--- config.mk ---
export PLATFORM = sky130hd
export DESIGN_NAME = mem_responder
export DESIGN_NICKNAME = d
export VERILOG_FILES = /design/src/rtl/mem_pkg.sv /design/src/rtl/mem_responder_ram.sv /design/src/rtl/mem_responder.sv
export SDC_FILE = /design/constraint.sdc
export NUM_CORES = 2
export LEC_CHECK = 0
export BUFFER_PORTS_ARGS = -buffer_cell sky130_fd_sc_hd__buf_2
export CORE_MARGIN = 10
export CORE_UTILIZATION = 50
export DETAILED_ROUTE_END_ITERATION = 6
export PLACE_DENSITY_LB_ADDON = 0.25
export REMOVE_ABC_BUFFERS = 1
export SYNTH_ARGS = -nofsm -noshare
export SYNTH_HDL_FRONTEND = slang
export SYNTH_SLANG_ARGS = --single-unit
export TNS_END_PERCENT = 10
--- constraint.sdc ---
create_clock -name clk -period 5.8 [get_ports clk]
set_input_delay 0.29 -clock clk [delete_from_list [all_inputs] [get_ports clk]]
set_output_delay 0.29 -clock clk [all_outputs]
set_load 0.03 [all_outputs]
--- src/rtl/mem_pkg.sv ---
// Shared command codes, FSM states and I/O address map for mem_responder.
package mem_pkg;

  typedef enum logic [1:0] {
    MNONE  = 2'b00,
    MREAD  = 2'b01,
    MWRITE = 2'b10,
    MILL   = 2'b11
  } mcmd_e;

  typedef enum logic [1:0] {
    IDLE = 2'd0,
    RD   = 2'd1,
    WR   = 2'd2
  } state_e;

  typedef enum logic [1:0] {
    SEL_RAM  = 2'd0,
    SEL_LED  = 2'd1,
    SEL_SW   = 2'd2,
    SEL_NONE = 2'd3
  } rsel_e;

  localparam logic [8:0] LED_ADDR_DEF = 9'h100;
  localparam logic [8:0] SW_ADDR_DEF  = 9'h140;

endpackage

--- src/rtl/mem_responder_ram.sv ---
// Single-port synchronous RAM, write-first, one-cycle read latency.
module ram_sync #(
  parameter int DEPTH = 256
) (
  input  logic        clk,
  input  logic        we,
  input  logic [7:0]  addr,
  input  logic [15:0] din,
  output logic [15:0] dout
);

  logic [15:0] mem [DEPTH];

  always_ff @(posedge clk) begin
    if (we) begin
      mem[addr] <= din;
      dout      <= din;
    end else begin
      dout <= mem[addr];
    end
  end

endmodule

--- src/rtl/mem_responder.sv ---
// Memory responder: RAM + LED/switch MMIO, access counters.
// Define MEM_ERR_EN to build the sticky error detector on err.
module mem_responder
  import mem_pkg::*;
#(
  parameter int         RAM_WORDS = 256,
  parameter logic [8:0] LED_ADDR  = LED_ADDR_DEF,
  parameter logic [8:0] SW_ADDR   = SW_ADDR_DEF
) (
  input  logic        clk,
  input  logic        reset,
  input  logic [1:0]  mem_cmd,
  input  logic [8:0]  mem_addr,
  input  logic [15:0] write_data,
  output logic [15:0] mdata,
  output logic        rd_valid,
  input  logic [7:0]  SW,
  output logic [7:0]  LEDR,
  output logic [15:0] rd_count,
  output logic [15:0] wr_count,
  output logic        err
);

  state_e      state_q;
  rsel_e       rsel_q, rsel_d;
  logic [8:0]  addr_q;
  logic [7:0]  sw1_q, sw2_q;
  logic [7:0]  led_q;
  logic [15:0] mdata_q, rd_cnt_q, wr_cnt_q;
  logic        rd_valid_q;
  logic [15:0] ram_dout, rdata;
  logic        is_ram, is_led, is_sw;
  logic        cmd_rd, cmd_wr, ram_we;
  logic        rd_hit, wr_hit;

  always_comb begin
    is_ram = mem_addr < 9'(RAM_WORDS);
    is_led = mem_addr == LED_ADDR;
    is_sw  = mem_addr == SW_ADDR;
    cmd_rd = mem_cmd == MREAD;
    cmd_wr = mem_cmd == MWRITE;
    ram_we = !reset && cmd_wr && is_ram;
    rd_hit = cmd_rd && (state_q != RD || mem_addr != addr_q);
    wr_hit = cmd_wr && (state_q != WR || mem_addr != addr_q);
    rsel_d = SEL_NONE;
    unique case (1'b1)
      is_ram:  rsel_d = SEL_RAM;
      is_led:  rsel_d = SEL_LED;
      is_sw:   rsel_d = SEL_SW;
      default: rsel_d = SEL_NONE;
    endcase
  end

  // Decode is registered with the read so data selection lines up with RAM dout
  always_comb begin
    rdata = 16'h0000;
    unique case (rsel_q)
      SEL_RAM:  rdata = ram_dout;
      SEL_LED:  rdata = {8'h00, led_q};
      SEL_SW:   rdata = {8'h00, sw2_q};
      default:  rdata = 16'h0000;
    endcase
  end

  ram_sync #(
    .DEPTH(RAM_WORDS)
  ) u_ram (
    .clk  (clk),
    .we   (ram_we),
    .addr (mem_addr[7:0]),
    .din  (write_data),
    .dout (ram_dout)
  );

  always_ff @(posedge clk) begin
    if (reset) begin
      state_q    <= IDLE;
      rsel_q     <= SEL_NONE;
      addr_q     <= '0;
      sw1_q      <= '0;
      sw2_q      <= '0;
      led_q      <= '0;
      mdata_q    <= '0;
      rd_valid_q <= 1'b0;
      rd_cnt_q   <= '0;
      wr_cnt_q   <= '0;
    end else begin
      sw1_q      <= SW;
      sw2_q      <= sw1_q;
      addr_q     <= mem_addr;
      rsel_q     <= rsel_d;
      rd_valid_q <= state_q == RD;
      if (state_q == RD) mdata_q <= rdata;
      if (cmd_wr && is_led) led_q <= write_data[7:0];
      if (rd_hit && rd_cnt_q != 16'hFFFF) rd_cnt_q <= rd_cnt_q + 16'd1;
      if (wr_hit && wr_cnt_q != 16'hFFFF) wr_cnt_q <= wr_cnt_q + 16'd1;
      unique case (mem_cmd)
        MREAD:   state_q <= RD;
        MWRITE:  state_q <= WR;
        default: state_q <= IDLE;
      endcase
    end
  end

`ifdef MEM_ERR_EN
  logic err_q;
  logic err_hit;

  always_comb begin
    err_hit = (mem_cmd == MILL)
            || (cmd_wr && is_sw)
            || ((cmd_rd || cmd_wr) && !is_ram && !is_led && !is_sw);
  end

  always_ff @(posedge clk) begin
    if (reset) err_q <= 1'b0;
    else if (err_hit) err_q <= 1'b1;
  end

  assign err = err_q;
`else
  assign err = 1'b0;
`endif

  assign mdata    = mdata_q;
  assign rd_valid = rd_valid_q;
  assign LEDR     = led_q;
  assign rd_count = rd_cnt_q;
  assign wr_count = wr_cnt_q;

endmodule

==> After elaboration in Yosys (flattened, before gate mapping) <==
Memories as Yosys holds them, arrays and structs flattened. A register that Yosys moved wholly into a read port is not among the register bits.
Cells that the tools add are included.
Widths: inputs -> output; s select.
{ "word_totals": {"memories": 1, "inputBits": 37, "ramBits": 4096, "latchBits": 0, "ff_bits": 86, "romBits": 0, "elab_cells": 42} }
{ "op_classes": {"n_mux": 5, "eq_ne": 12, "multipliers": 0, "shift": 0, "n_lt_le_gt_ge": 1, "n_div": 0, "reduce_logical": 11, "n_bitwise": 0, "add_sub_neg": 2} }
{ "mem_list": {"columns": ["name", "depth", "word_bits", "read_ports", "rd_ports_with_merged_regs", "wr", "line_no", "text"], "rows": [
  ["u_ram.mem", 256, 16, 1, 1, 1, "mem_responder_ram.sv:12", "logic [15:0] mem [DEPTH];"]
]} }
{ "ops": {"columns": ["cell", "n"], "rows": [
  ["$pmux 16 s3", 1],
  ["$add 16x1->16 const B", 2],
  ["$ne 16x16->1 const B", 2],
  ["$eq 9x9->1 const B", 2],
  ["$lt 9x9->1 const B", 1],
  ["$ne 9x9->1", 1],
  ["$logic_and 1x1->1", 7],
  ["$eq 2x1->1 const B", 3],
  ["$pmux 2 s3", 1],
  ["$eq 2x2->1 const B", 2],
  ["$pmux 2 s2", 1],
  ["$logic_not 2->1", 1],
  ["$logic_or 1x1->1", 2],
  ["$mux 1", 2],
  ["$ne 2x1->1 const B", 1],
  ["$ne 2x2->1 const B", 1],
  ["$logic_not 1->1", 1]
]} }

==> Logic depth before layout (Yosys ltp) <==
{ "logic_depth": {"word_depth": 5, "ltp_mapped": 14} }

==> Hierarchy <==
A second synthesis with hierarchy kept.
{ "hier_totals": {"hier_cells": 7764, "area_unflattened_um2": 162433.3} }
{ "by_module_without_submodules": {"columns": ["module", "area_per_inst_um2", "cells_per_inst", "seq_area_each_um2", "n_inst"], "rows": [
  ["ram_sync", 158554.6, 7352, 123158.1, 1],
  ["mem_responder", 3878.7, 412, 1721.7, 1]
]} }

==> Worst setup path before layout <==
No wires, ideal clock.
{ "synth_timing": {"path_type": "in2reg", "start": "input reset", "end": "memory u_ram.mem[54][0], enable pin", "required_ns": 5.412, "t_arrival_ns": 2.260, "path_stages": 6, "path_buffers": 2, "path_slack_ns": 3.152, "path_cell_list": "clkbuf_1 > nor3_1 > nor3b_1 > nand3_1 > clkbuf_1 > nor2_1"} }
{ "synth_via": {"elab_chain_len": 5} }
{ "synth_lines": {"columns": ["element", "line_no", "text"], "rows": [
  ["start, declared", "mem_responder.sv:11", "input logic reset,"],
  ["$logic_not 1->1", "mem_responder.sv:42", "ram_we = !reset && cmd_wr && is_ram;"],
  ["$logic_and 1x1->1 (2 in a row)", "mem_responder.sv:42", null],
  ["$mux 1", "mem_responder_ram.sv:15", "if (we) begin"],
  ["$mux 1 (implied by the code)", "mem_responder_ram.sv:16", "mem[addr] <= din;"],
  ["end, declared", "mem_responder_ram.sv:12", null]
]} }
No other way between the ends.

==> out/results.tsv <==
stage	metric	value	unit
worst_setup_path	path_common_cell	nand2_1	
finish	seq_area	125000	µm²
timing	skew	0.0415	ns
clocking	htree_levels	5	
hold_path	min_to	u_ram.mem[73][10]	
place	port_buffers	93	
clocking	cts_buffer_depth	4	
floorplanning	fp.dieW	587	µm
place	placed_area	169000	µm²
synthesis	ys_types	77	
worst_setup_path	cp-end-kind	flop	
synthesis	yosysTopAreaCell	edfxtp_1	
timing	rsz0062_at_grt	false	
place	gp_congestion	0.951	
global_route	first_global_vias	82050	
worst_setup_path	worst-path-stages	8	
worst_setup_path	cpMaxStageDelayCell	nand2_1	
global_route	grt_pass1_wl	680	mm
drt	drt_iter0_drc	14393	
clocking	clk_pin_slew	0.06	ns
clocking	postCtsHoldBufs	27	
worst_setup_path	critPathMaxStageDelay	1.11	ns
timing	timing.hold.ws	-0.0358	ns
worst_setup_path	rrSetupSlack	0.88	ns
timing	finalHoldViolCount	8	
timing	slew_viol_final	6	
synthesis	synth_edf_count	4096	
global_route	grt_busiest_layer	met2	
global_route	antenna_found_initial	33	
worst_setup_path	cp_max_fo	26	
clocking	ctsRootBufferMaster	clkbuf_16	
global_route	met3_usage	0.0865	
worst_setup_path	r2r_end	mdata[8]	
timing	post-route-period-util	0.848	
worst_setup_path	arrival	5.79	ns
finish	syn_to_final_growth	13.7	%
drt	ant_nets	0	
synthesis	syn_avg_cell_area	21.7	µm²
finish	final_cell_area	183000	µm²
hold_path	hold_path_startpoint	write_data[10]	
clocking	cts_setup_buffers	0	
synthesis	ys_seq_area_frac	0.776	
worst_setup_path	worstPathCellList	inv_4 -> nand2_1 -> buf_4 -> o221ai_1 -> a21oi_1 -> nor4_1 -> nand2_1 -> a32o_1	
synthesis	yosys-top-cells-area	edfxtp_1 (76%), mux4_2 (14%), mux2i_1 (1.7%)	
finish	final_core_util	0.570	
synthesis	synth_top_area_frac	0.764	
hold_path	hp-class	input pin to flop	
global_route	met1_usage	0.382	
power	pwr_density_cell	347	nW/µm²
job	drv_cap	2	
floorplanning	core_area	321000	µm²
floorplanning	std_cell_rows	208	
worst_setup_path	crit_required	6.68	ns
drt	drtPass1Iterations	7	
timing	slew_headroom	-0.0776	
timing	fin_crit	4.92	ns
global_route	grt_max_degree	171	
drt	wl_per_cell	39.0	µm
drt	vias	84934	
global_route	grt_usage	0.280	
finish	nets	8064	
floorplanning	fp.dieH	587	µm
synthesis	syn-instance-count	7418	
clocking	cts_tree	yes	
finish	fill_cells	23198	
drt	wl	495	mm
worst_setup_path	cp_top_family	simple AND/OR/NAND/NOR gates	
timing	setup_viol	0	
synthesis	synth_warnings	0	
synthesis	ys_seq_elements	4190	
clocking	cts_sinks	4190	
finish	drive_gt1_frac	0.282	
drt	drc_errors	3	
timing	worstMarginPinSlew	1.60	ns
power	power.leakage	57.7	nW
floorplanning	initial_core_util	0.501	
floorplanning	die-area	345000	µm²
synthesis	synth_area	161000	µm²
drt	via_per_inst	6.69	
hold_path	min_path_cells	1	
clocking	cts_resized	0	
synthesis	synth-main-ff-cell	edfxtp_1	
finish	multiInputGateArea	34000	µm²
place	dp_hpwl	306	mm
outcome	violations	design-rule violations, negative hold slack, max-capacitance violations, max-slew violations	
worst_setup_path	setup.worst_path.start_class	flop	
power	vdd_drop_max	313	µV
worst_setup_path	ff2ff_path_depth	8	
synthesis	async_flop_share	0	
floorplanning	ios	95	
global_route	grt_use_met2	0.413	
clocking	cts_inserted_buffers	421	
timing	clock.fmax	0.203	GHz
global_route	overflow	0	
worst_setup_path	path_buf_inv	2	
clocking	clk_latency	0.99	ns
worst_setup_path	path_class	flop to flop	
outcome	status	finished, violations left	
[metal layers]
layer / vias up / wire [µm] / part of all wire
li1: 32478 / - / -
met1: 45066 / 178000 / 0.36
met2: 6220 / 222000 / 0.45
met3: 1152 / 64500 / 0.13
met4: 18 / 30400 / 0.061
met5: - / 138 / 0.00028
[how the worst max path moves through the flow]
stage | from | endpoint | slack, ns
after floorplan | flop | mdata[14] | -53.08
after global placement | flop | mdata[15] | 1.18
after detailed placement | flop | mdata[15] | 1.16
after CTS | flop | mdata[15] | 1.11
after global routing | flop | mdata[15] | 0.91
final | flop | mdata[8] | 0.88
[cell type report]
class,instances,area share
clock buffer,526,0.0615
timing repair buffer,605,0.0274
multi-input combinational,2796,0.186
sequential,4190,0.683
tap,4305,0.0294
clock inverter,252,0.0129
antenna,16,0.000219
inverter,11,0.000267
[stage by stage]
| stage | power (W) | cells | setup TNS (ns) | setup WS [ns] |
|---|---|---|---|---|
| 2_1_floorplan | 0.0375 | 6997 | -752.48 | -53.08 |
| 3_3_place_gp | 0.0371 | 11880 | 0 | 1.18 |
| 3_5_place_dp | 0.0371 | 11880 | 0 | 1.16 |
| 4_1_cts | 0.0636 | 12685 | 0 | 1.11 |
| 5_1_grt | 0.0650 | 12688 | 0 | 0.905 |
| 6_report | 0.0635 | 12701 | 0 | 0.883 |
[cell usage in the layout (no fill, tap or decap), types with 27 or more instances in the layout]
cell type / n
edfxtp_1: 4096
mux4_2: 973
buf_4: 445
clkbuf_16: 430
mux2i_1: 275
nor2_1: 243
a22oi_1: 151
nor2_2: 144
nand2_1: 139
o22ai_1: 107
clkinv_1: 100
dfxtp_1: 87
a21oi_1: 85
clkbuf_1: 82
nand3_1: 81
clkinv_2: 79
buf_2: 77
o21ai_0: 49
nor3_1: 47
a211oi_1: 47
nor2b_1: 46
buf_12: 40
bufinv_16: 37
and2_1: 30
clkbuf_8: 28
dlygate4sd3_1: 27
[worst register-to-register path: cells and delay by family, from the launching register on]
kind / cells / cell delay [ns]
flops: 1 / 0.41
compound gates: 3 / 0.78
buf+inv: 2 / 1.19
simple gates: 3 / 2.44
[synth_stat cells, types with 24 or more instances]
| cell | instances |
|---|---|
| o21ai_0 | 49 |
| o22ai_1 | 107 |
| nor2b_1 | 53 |
| a22oi_1 | 151 |
| buf_4 | 62 |
| mux2i_1 | 275 |
| nor2_1 | 388 |
| nand2_1 | 149 |
| and2_1 | 31 |
| nand4_1 | 25 |
| mux4_2 | 973 |
| buf_6 | 62 |
| buf_1 | 33 |
| a31oi_1 | 24 |
| dfxtp_1 | 94 |
| edfxtp_1 | 4096 |
| a211oi_1 | 47 |
| nor3_1 | 48 |
| nand3_1 | 87 |
| buf_2 | 107 |
| clkbuf_1 | 150 |
| a21oi_1 | 85 |
[state kept, by name (all words and copies together), names as in the netlist, 8 cells and up, named ones only]
register	count
u_ram.mem	4096
mdata	16
rd_count	16
wr_count	16
addr_q	9
LEDR	8
sw1_q	8
sw2_q	8
[power breakdown]
group / switching [W] / total (W) / internal [W]
clock: 0.0116 / 0.0270 / 0.0154
combinational: 0.00226 / 0.00327 / 0.00101
sequential: 0.0000465 / 0.0333 / 0.0332
total: 0.0139 / 0.0635 / 0.0496
[logic make-up (layout without fill, tap and decap cells)]
kind of cell             count (synthesis)  after routing  share of synthesized area
AO/OA/AOI/OAI                          615            615                     0.0266
XOR/XNOR                                32             32                    0.00174
adder cells (fa/ha/maj)                  2              2                   0.000155
buffers and inverters                  432           1394                     0.0157
flip-flops                            4190           4190                      0.776
multiplexers                          1269           1269                      0.155
other                                    1             17                  0.0000233
AND/OR/NAND/NOR                        877            877                     0.0250
No activity file was read; power rests on OpenSTA's default activity.
